<file path="config.mk">
export PLATFORM = sky130hd
export DESIGN_NAME = display_timing_gen
export DESIGN_NICKNAME = d
export VERILOG_FILES = /design/src/rtl/display_timing_gen_pkg.sv /design/src/rtl/display_timing_gen_pixel_tick_gen.sv /design/src/rtl/display_timing_gen.sv
export SDC_FILE = /design/constraint.sdc
export NUM_CORES = 1
export LEC_CHECK = 0
export ABC_CLOCK_PERIOD_IN_PS = 2000
export BUFFER_PORTS_ARGS = -buffer_cell sky130_fd_sc_hd__buf_4
export CAP_MARGIN = 20
export CORE_MARGIN = 2
export CORE_UTILIZATION = 40
export DETAILED_ROUTE_END_ITERATION = 6
export GPL_TIMING_DRIVEN = 0
export RECOVER_POWER = 50
export SETUP_SLACK_MARGIN = 0.3
export SYNTH_ARGS = -nofsm -noshare
export SYNTH_HDL_FRONTEND = slang
export SYNTH_SLANG_ARGS = --single-unit
</file>
<file path="constraint.sdc">
create_clock -name clk -period 2 [get_ports clk]
set_clock_uncertainty 0.2 [all_clocks]
set_input_delay 0 -clock clk [delete_from_list [all_inputs] [get_ports clk]]
set_output_delay 0 -clock clk [all_outputs]
set_load 0.02 [all_outputs]
</file>
<file path="src/rtl/display_timing_gen_pkg.sv">
`default_nettype none
// ============================================================================
//  Module      : display_timing_gen_pkg
//  Description : Shared VGA 640x480@60 timing constants, raster counter width,
//                12-bit colour type with WHITE/BLACK for the overlay blocks,
//                and a counter-window helper.
//  Revision    : 1.0 - initial release
// ============================================================================
package display_timing_gen_pkg;

    // Default VGA 640x480@60 timing (pixels / lines)
    localparam int c_DEF_H_VISIBLE = 640;
    localparam int c_DEF_H_FP      = 16;
    localparam int c_DEF_H_SYNC    = 96;
    localparam int c_DEF_H_BP      = 48;
    localparam int c_DEF_V_VISIBLE = 480;
    localparam int c_DEF_V_FP      = 10;
    localparam int c_DEF_V_SYNC    = 2;
    localparam int c_DEF_V_BP      = 33;

    localparam int c_DEF_H_TOTAL = c_DEF_H_VISIBLE + c_DEF_H_FP + c_DEF_H_SYNC + c_DEF_H_BP;
    localparam int c_DEF_V_TOTAL = c_DEF_V_VISIBLE + c_DEF_V_FP + c_DEF_V_SYNC + c_DEF_V_BP;

    // Raster counter width (max count 799) and clock-divider counter width (CLK_DIV <= 16)
    localparam int c_CNT_W = 10;
    localparam int c_DIV_W = 4;

    // 12-bit RGB colour returned by the overlay blocks
    typedef logic [11:0] colour_t;
    localparam colour_t c_WHITE = 12'hFFF;
    localparam colour_t c_BLACK = 12'h000;

    // True when lo <= cnt < lo + len
    function automatic logic in_window(input logic [c_CNT_W-1:0] cnt, input int lo, input int len);
        int v;
        v = int'({22'd0, cnt});
        return (v >= lo) && (v < lo + len);
    endfunction

endpackage : display_timing_gen_pkg
`default_nettype wire

</file>
<file path="src/rtl/display_timing_gen_pixel_tick_gen.sv">
`default_nettype none
// ============================================================================
//  Module      : pixel_tick_gen
//  Description : Clock divider. Counts 0..CLK_DIV-1 and raises o_tick for the
//                single clk cycle in which the count sits at CLK_DIV-1.
//                With CLK_DIV = 1 the tick is high every cycle.
//  Ports       : clk    - system clock
//                rst    - asynchronous active-high reset
//                o_tick - pixel-advance enable (combinational from the count)
//  Revision    : 1.0 - initial release
// ============================================================================
module pixel_tick_gen
    import display_timing_gen_pkg::*;
#(
    parameter int CLK_DIV = 4
) (
    input  logic clk,
    input  logic rst,
    output logic o_tick
);

    localparam logic [c_DIV_W-1:0] c_DIV_LAST = c_DIV_W'(CLK_DIV - 1);

    logic [c_DIV_W-1:0] r_div;

    assign o_tick = (r_div == c_DIV_LAST);

    always_ff @(posedge clk or posedge rst) begin
        if (rst) begin
            r_div <= '0;
        end else if (o_tick) begin
            r_div <= '0;
        end else begin
            r_div <= r_div + c_DIV_W'(1);
        end
    end

endmodule : pixel_tick_gen
`default_nettype wire

</file>
<file path="src/rtl/display_timing_gen.sv">
`default_nettype none
// ============================================================================
//  Module      : display_timing_gen
//  Description : VGA raster timing generator. Produces the current pixel
//                location plus sync, blanking and line/frame start strobes.
//  Ports       : clk         - system clock
//                reset       - asynchronous active-high reset
//                pix_tick    - one-clk pulse per pixel advance
//                pix_col     - horizontal counter 0..H_TOTAL-1
//                pix_row     - vertical counter 0..V_TOTAL-1
//                video_on    - high inside the visible area
//                hsync/vsync - sync pulses, active level SYNC_POL
//                line_start  - one-clk pulse when pix_col wraps to 0
//                frame_start - one-clk pulse when both counters wrap to (0,0)
//  Revision    : 1.0 - initial release
// ============================================================================
module display_timing_gen
    import display_timing_gen_pkg::*;
#(
    parameter int   H_VISIBLE = c_DEF_H_VISIBLE,
    parameter int   H_FP      = c_DEF_H_FP,
    parameter int   H_SYNC    = c_DEF_H_SYNC,
    parameter int   H_BP      = c_DEF_H_BP,
    parameter int   V_VISIBLE = c_DEF_V_VISIBLE,
    parameter int   V_FP      = c_DEF_V_FP,
    parameter int   V_SYNC    = c_DEF_V_SYNC,
    parameter int   V_BP      = c_DEF_V_BP,
    parameter logic SYNC_POL  = 1'b0,
    parameter int   CLK_DIV   = 4
) (
    input  logic               clk,
    input  logic               reset,
    output logic               pix_tick,
    output logic [c_CNT_W-1:0] pix_col,
    output logic [c_CNT_W-1:0] pix_row,
    output logic               video_on,
    output logic               hsync,
    output logic               vsync,
    output logic               line_start,
    output logic               frame_start
);

    localparam int c_H_TOTAL      = H_VISIBLE + H_FP + H_SYNC + H_BP;
    localparam int c_V_TOTAL      = V_VISIBLE + V_FP + V_SYNC + V_BP;
    localparam int c_H_SYNC_START = H_VISIBLE + H_FP;
    localparam int c_V_SYNC_START = V_VISIBLE + V_FP;

    localparam logic [c_CNT_W-1:0] c_H_LAST = c_CNT_W'(c_H_TOTAL - 1);
    localparam logic [c_CNT_W-1:0] c_V_LAST = c_CNT_W'(c_V_TOTAL - 1);

    logic               w_tick;
    logic               w_adv;
    logic               w_h_last;
    logic               w_v_last;
    logic               w_started_next;
    logic [c_CNT_W-1:0] w_h_next;
    logic [c_CNT_W-1:0] w_v_next;

    // r_started is clear until the first tick after reset. That first tick
    // puts pixel (0,0) on screen without advancing, so (0,0) is displayed
    // CLK_DIV cycles after release and every later tick moves one pixel.
    logic               r_started;
    logic [c_CNT_W-1:0] r_h_cnt;
    logic [c_CNT_W-1:0] r_v_cnt;
    logic               r_pix_tick;
    logic               r_video_on;
    logic               r_hsync;
    logic               r_vsync;
    logic               r_line_start;
    logic               r_frame_start;

    pixel_tick_gen #(
        .CLK_DIV (CLK_DIV)
    ) u_pixel_tick_gen (
        .clk    (clk),
        .rst    (reset),
        .o_tick (w_tick)
    );

    always_comb begin
        w_adv          = w_tick & r_started;
        w_h_last       = (r_h_cnt == c_H_LAST);
        w_v_last       = (r_v_cnt == c_V_LAST);
        w_started_next = r_started | w_tick;
        w_h_next       = r_h_cnt;
        w_v_next       = r_v_cnt;
        if (w_adv) begin
            w_h_next = w_h_last ? '0 : r_h_cnt + c_CNT_W'(1);
            if (w_h_last) begin
                w_v_next = w_v_last ? '0 : r_v_cnt + c_CNT_W'(1);
            end
        end
    end

    // Every output is loaded from the next-state counters so that it lines
    // up with pix_col/pix_row on the same edge.
    always_ff @(posedge clk or posedge reset) begin
        if (reset) begin
            r_started     <= 1'b0;
            r_h_cnt       <= '0;
            r_v_cnt       <= '0;
            r_pix_tick    <= 1'b0;
            r_video_on    <= 1'b0;
            r_hsync       <= ~SYNC_POL;
            r_vsync       <= ~SYNC_POL;
            r_line_start  <= 1'b0;
            r_frame_start <= 1'b0;
        end else begin
            r_started     <= w_started_next;
            r_h_cnt       <= w_h_next;
            r_v_cnt       <= w_v_next;
            r_pix_tick    <= w_tick;
            r_video_on    <= w_started_next
                             && in_window(w_h_next, 0, H_VISIBLE)
                             && in_window(w_v_next, 0, V_VISIBLE);
            r_hsync       <= in_window(w_h_next, c_H_SYNC_START, H_SYNC) ? SYNC_POL : ~SYNC_POL;
            r_vsync       <= in_window(w_v_next, c_V_SYNC_START, V_SYNC) ? SYNC_POL : ~SYNC_POL;
            r_line_start  <= w_adv & w_h_last;
            r_frame_start <= w_adv & w_h_last & w_v_last;
        end
    end

    assign pix_tick    = r_pix_tick;
    assign pix_col     = r_h_cnt;
    assign pix_row     = r_v_cnt;
    assign video_on    = r_video_on;
    assign hsync       = r_hsync;
    assign vsync       = r_vsync;
    assign line_start  = r_line_start;
    assign frame_start = r_frame_start;

endmodule : display_timing_gen
`default_nettype wire

</file>
* Word-level counts from Yosys, hierarchy flattened *
Cells that the tools add are included.

word-level totals
  bits in writable memories = 0
  logic and storage cells = 38
  bits of input ports = 2
  register bits after elaboration = 31
  latch bits = 0
  memory bits (read-only) = 0
  memories = 0

cells by class
  divide/modulo/power cells = 0
  $add $sub $neg = 3
  reductions and logical operators = 4
  $lt $le $gt $ge = 6
  bitwise logic cells = 4
  multipliers = 0
  eq/ne operators = 3
  shift operators = 0
  mux-type cells = 8

operators by type and width
  operator                 count
  $mux W10                 5
  $add A10 B1 Y10 const B  2
  $eq A10 B10 Y1 const B   2
  $lt A10 B10 Y1 const B   2
  $lt A10 B9 Y1 const B    2
  $ge A10 B10 Y1 const B   1
  $ge A10 B9 Y1 const B    1
  $add A4 B1 Y4 const B    1
  $eq A4 B2 Y1 const B     1
  $logic_and A1 B1 Y1      4
  $mux W4                  1
  $and A1 B1 Y1            3
  $mux W1                  2
  $or A1 B1 Y1             1

* Depth between registers and ports, before layout *
  depth in word-level cells = 7
  mapped depth = 9
  depth with buffers taken out = 7

* Cells and area by module *
Synthesis repeated with hierarchy kept, for this count alone.

unflattened totals
  cells, all modules = 151
  area total of the unflattened synthesis = 1554.0 um^2

modules (own cells, without submodules)
  module              sequential area each (um^2)  cells an instance  area an instance (um^2)  instances
  display_timing_gen  678.2                        138                1386.3                   1
  pixel_tick_gen      100.1                        13                 167.7                    1

* Least setup slack after synthesis *
Ideal clock, no wire load.

  path type = reg2reg
  start = reg r_h_cnt[0], in the netlist pix_col[0]
  end = reg r_vsync, in the netlist vsync
  period minus slack after synthesis = 2172 ps
  library setup time = 92 ps
  data arrival time = 1880 ps
  path buffers = 0
  cell stages (with the launch flop) = 8
  path slack = -172 ps
  cells stage by stage = dfrtp_1 > ha_1 > and3_1 > nand4_4 > inv_2 > nand4_1 > mux2_1 > nand4bb_1

on the way
  cells in the longest elaborated chain, start to end = 6

ends and longest elaborated chain
  item                                                   RTL line                      text
  start: declaration                                     display_timing_gen.sv:63      logic [c_CNT_W-1:0] r_h_cnt;
  start signal: assignment                               display_timing_gen.sv:110     r_h_cnt <= w_h_next;
  $eq A10 B10 Y1 *                                       display_timing_gen.sv:82      w_h_last = (r_h_cnt == c_H_LAST);
  $mux W10 *                                             display_timing_gen.sv:89      if (w_h_last) begin
  $mux W10 *                                             display_timing_gen.sv:87      if (w_adv) begin
  via w_v_next[4]                                        display_timing_gen.sv:57      logic [c_CNT_W-1:0] w_v_next;
  $ge A10 B9 Y1 / $lt A10 B9 Y1 (equally long branches)  display_timing_gen_pkg.sv:37  return (v >= lo) && (v < lo + len);
  $logic_and A1 B1 Y1 *                                  display_timing_gen_pkg.sv:37
  $mux W1 *                                              display_timing_gen.sv:117     r_vsync <= in_window(w_v_next, c_V_SYNC_START, V_SYNC) ? SYNC_POL : ~SYNC_POL;
  end signal: assignment                                 display_timing_gen.sv:105     r_vsync <= ~SYNC_POL;
  end signal: assignment                                 display_timing_gen.sv:117
  end: declaration                                       display_timing_gen.sv:68      logic r_vsync;

Mark *: on every way through the listed nets, which the timed path passes. The rest lies on a longest branch.

* Worst setup path in the final report *
  start = reg u_pixel_tick_gen.r_div[0]
  end = reg r_video_on, in the netlist video_on

on the way
  cells in the longest elaborated chain, start to end = 6

ends and longest elaborated chain
  item                      RTL line                                 text
  start: declaration        display_timing_gen_pixel_tick_gen.sv:24  logic [c_DIV_W-1:0] r_div;
  start signal: assignment  display_timing_gen_pixel_tick_gen.sv:34  r_div <= r_div + c_DIV_W'(1);
  $eq A4 B2 Y1 *            display_timing_gen_pixel_tick_gen.sv:26  assign o_tick = (r_div == c_DIV_LAST);
  $and A1 B1 Y1             display_timing_gen.sv:81                 w_adv = w_tick & r_started;
  $mux W10                  display_timing_gen.sv:87
  $lt A10 B10 Y1            display_timing_gen_pkg.sv:37
  $logic_and A1 B1 Y1       display_timing_gen.sv:114                && in_window(w_h_next, 0, H_VISIBLE)
  $logic_and A1 B1 Y1 *     display_timing_gen.sv:115                && in_window(w_v_next, 0, V_VISIBLE);
  end signal: assignment    display_timing_gen.sv:113                r_video_on <= w_started_next
  end: declaration          display_timing_gen.sv:66                 logic r_video_on;

Mark *: on every way between the ends. The rest lies on a longest branch, timed or not.

==> results.py <==
metrics = {
    "routing": {
        "firstDrtPassIters": 4,
        "vias_per_cell": 5.36,
        "ant_nets": 0,
        "vias": 1560,
        "drc_errors": 0,
        "wl_per_cell_um": 15.4,
        "drt_iter0_markers": 61,
        "finalWirelength_um": 4490,
    },
    "pwr": {
        "total_power_mw": 1.29,
        "p_int_mw": 1.04,
        "p_clk_share_pct": 49.6,
        "p_leak_nw": 1.22,
        "power_density_nw_per_um2": 485,
        "vdd_drop_max_mv": 0.282,
        "p_sw_mw": 0.249,
        "sequentialPowerShare_pct": 48.7,
        "swShare_pct": 19.4,
        "power_frac_comb_pct": 1.7,
    },
    "critical_path": {
        "rrSetupSlack_ps": -110,
        "cp-end-kind": "register",
        "path_max_fanout": 9,
        "critical_path_class": "reg -> reg",
        "cp_data_required_time_ps": 1960,
        "arrival_ps": 2080,
        "startpoint_type": "register",
    },
    "timing": {
        "max_freq_mhz": 473,
        "final.min_clock_period_ps": 2110,
        "min_period_over_period_pct": 106,
        "slew_viol_final": 0,
        "tightest_slew_ps": 658,
        "max_slew_margin_pct": 56.1,
        "holdWs_ps": 167,
        "hold_viol": 0,
        "setup_viol": 5,
        "worst_slack_ps": -114,
        "rsz0062_at_grt": "yes",
    },
    "layout": {
        "drive_gt1_share_pct": 51.0,
        "multi_input_area_um2": 1060,
        "fin_area_um2": 2650,
        "nets": 246,
        "final_common_cell": "buf_4",
        "utilization_pct": 66.3,
        "n_fill_cell": 306,
        "regArea_um2": 790,
        "mostFrequentLayoutCells": "buf_4 (41), dfrtp_1 (20), nand2_1 (19)",
        "area_growth_pct": 59.1,
        "insertedDiodeCount": 0,
    },
    "placed_design": {
        "portBuffers": 27,
        "post-place-ws_ps": -239,
        "place_congestion": 0.857,
        "place_area_um2": 2040,
        "post-dp-hpwl_um": 2780,
    },
    "synth": {
        "ys_seq_elements": 31,
        "synth_nets": 182,
        "synth-edff-count": 0,
        "synthCells": 176,
        "ys_async_sr_fraction_pct": 100,
        "synth.area.top_cells": "dfrtp_1 (44%), nand2_1 (5.4%), xor2_1 (4.2%)",
        "ys_warn_count": 0,
        "syn_area_per_cell_um2": 9.47,
        "yosysTopAreaCell": "dfrtp_1",
        "syn_area_um2": 1670,
        "synth_seq_area_share_pct": 46.7,
        "synth_cell_types": 43,
        "synth_top_area_share_pct": 43.5,
        "synthFlopType": "dfrtp_1",
    },
    "clock_network": {
        "cts_root_buf": "clkbuf_8",
        "htreeDepth": 2,
        "cts_tree": "done",
        "cts_buffers": 5,
        "clock-sinks": 31,
        "max-clock-path-buffers": 2,
        "insertion_delay_ps": 280,
        "clk_pin_slew_ps": 70,
    },
    "global_routing": {
        "grt_max_degree": 18,
        "grt_overflow": 0,
        "antenna_found_initial": 0,
        "grt_pass1_wl_um": 7110,
        "grtUsageTotal_pct": 20.7,
        "grt_pass1_vias": 1481,
    },
    "status": {
        "violations": "setup timing",
        "outcome": "finished with violations",
    },
    "floorplan": {
        "fp-row-count": 23,
        "core_um2": 4000,
        "start_util_pct": 41.7,
        "die_y_um": 68.6,
        "fp.dieW_um": 68.6,
        "pin_count": 28,
        "dieArea_um2": 4700,
    },
    "run": {
        "cap_viol_max_count": 0,
    },
    "worst_hold_path": {
        "hold_class": "in -> async",
    },
}
==> kinds of logic (layout without fill, tap and decap cells) <==
kind of cell             after synthesis  count (layout)  share of synthesized area (%)
flip-flops                            31              31                           46.7
AND/OR/NAND/NOR                       78              78                           25.9
AO/OA/AOI/OAI                         32              32                           12.1
multiplexers                           2               2                           1.35
buffers and inverters                 16              81                           4.13
XOR/XNOR                              13              13                           6.83
adder cells (fa/ha/maj)                4               4                           3.00
==> worst max-delay path: stages, from the launching register on <==
cell and delay (ps):
dfrtp_1 400, ha_4 180, nand4bb_4 130, buf_6 160, buf_4 120, o31a_1 270
mux2_2 290, o31ai_4 200, a211oi_2 50
==> synth_stat cells, types with 3 or more instances <==
library cell and count:
xor2_1 8, nand2_1 24, nor3_1 5, o31a_1 3, nand3_1 11, ha_1 4, dfrtp_1 29, xnor2_1 5
o21ai_0 8, nand4_1 4, inv_1 8, o21ai_1 5, nor2_1 9, buf_2 5, a21oi_1 6, nor4_1 5
and3_1 3
==> layout make-up <==
class,count,area share [%]
Timing Repair Buffer,57,19.1
Buffer,7,2.97
Clock buffer,6,3.11
Inverter,9,1.37
Clock inverter,2,1.32
Multi-Input combinational cell,129,40.0
Sequential cell,31,29.8
Tap cell,50,2.36
==> worst paths after layout <==
kind,startpoint,endpoint,depth (start not counted)
min in group clk,pix_row[8]$_DFF_PP0_,pix_row[8]$_DFF_PP0_,1
hold reg to reg,pix_row[8]$_DFF_PP0_,pix_row[8]$_DFF_PP0_,1
setup / recovery,u_pixel_tick_gen.r_div[0]$_DFF_PP0_,video_on$_DFF_PP0_,8
setup reg to reg,u_pixel_tick_gen.r_div[0]$_DFF_PP0_,video_on$_DFF_PP0_,8
hold / removal,reset,frame_start$_DFF_PP0_,3
max in group asynchronous,reset,vsync$_DFF_PP1_,4
==> power by group through the flow <==
stage	clock [mW]	combinational, mW	sequential, mW
6_report	0.638	0.0216	0.627
5_1_grt	0.691	0.0245	0.626
4_1_cts	0.654	0.0229	0.627
3_5_place_dp	0	0.0215	0.639
3_3_place_gp	0	0.0140	0.639
2_1_floorplan	0	0.00921	0.639
==> sequential cells by signal, summed over array words and instances (netlist names) <==
name                    count
frame_start                 1
pix_tick                    1
r_started                   1
pix_row                    10
line_start                  1
hsync                       1
pix_col                    10
u_pixel_tick_gen.r_div      4
video_on                    1
vsync                       1
==> routing by layer <==
metal | wire [um] | track usage, %
met1 | 2000 | 26.7
met2 | 2280 | 33.4
met3 | 166 | 5.68
met4 | 46 | 7.00
met5 | 0 | 0
==> through the flow <==
step | cells | TNS (ps)
final | 291 | -377
after CTS | 283 | -210
after global routing | 291 | -923
after detailed placement | 254 | -1180
after floorplan | 176 | -64.5
after global placement | 253 | -919
==> what timing repair did <==
action / CTS / global route
hold buffers: 1 / 0
endpoints found under the hold margin: 13 / 0
resized for setup: 39 / 24
endpoints found under the setup margin: 20 / 23
pin swaps: 19 / 11
buffers inserted: 20 / 8
No activity file was read; power rests on OpenSTA's default activity.
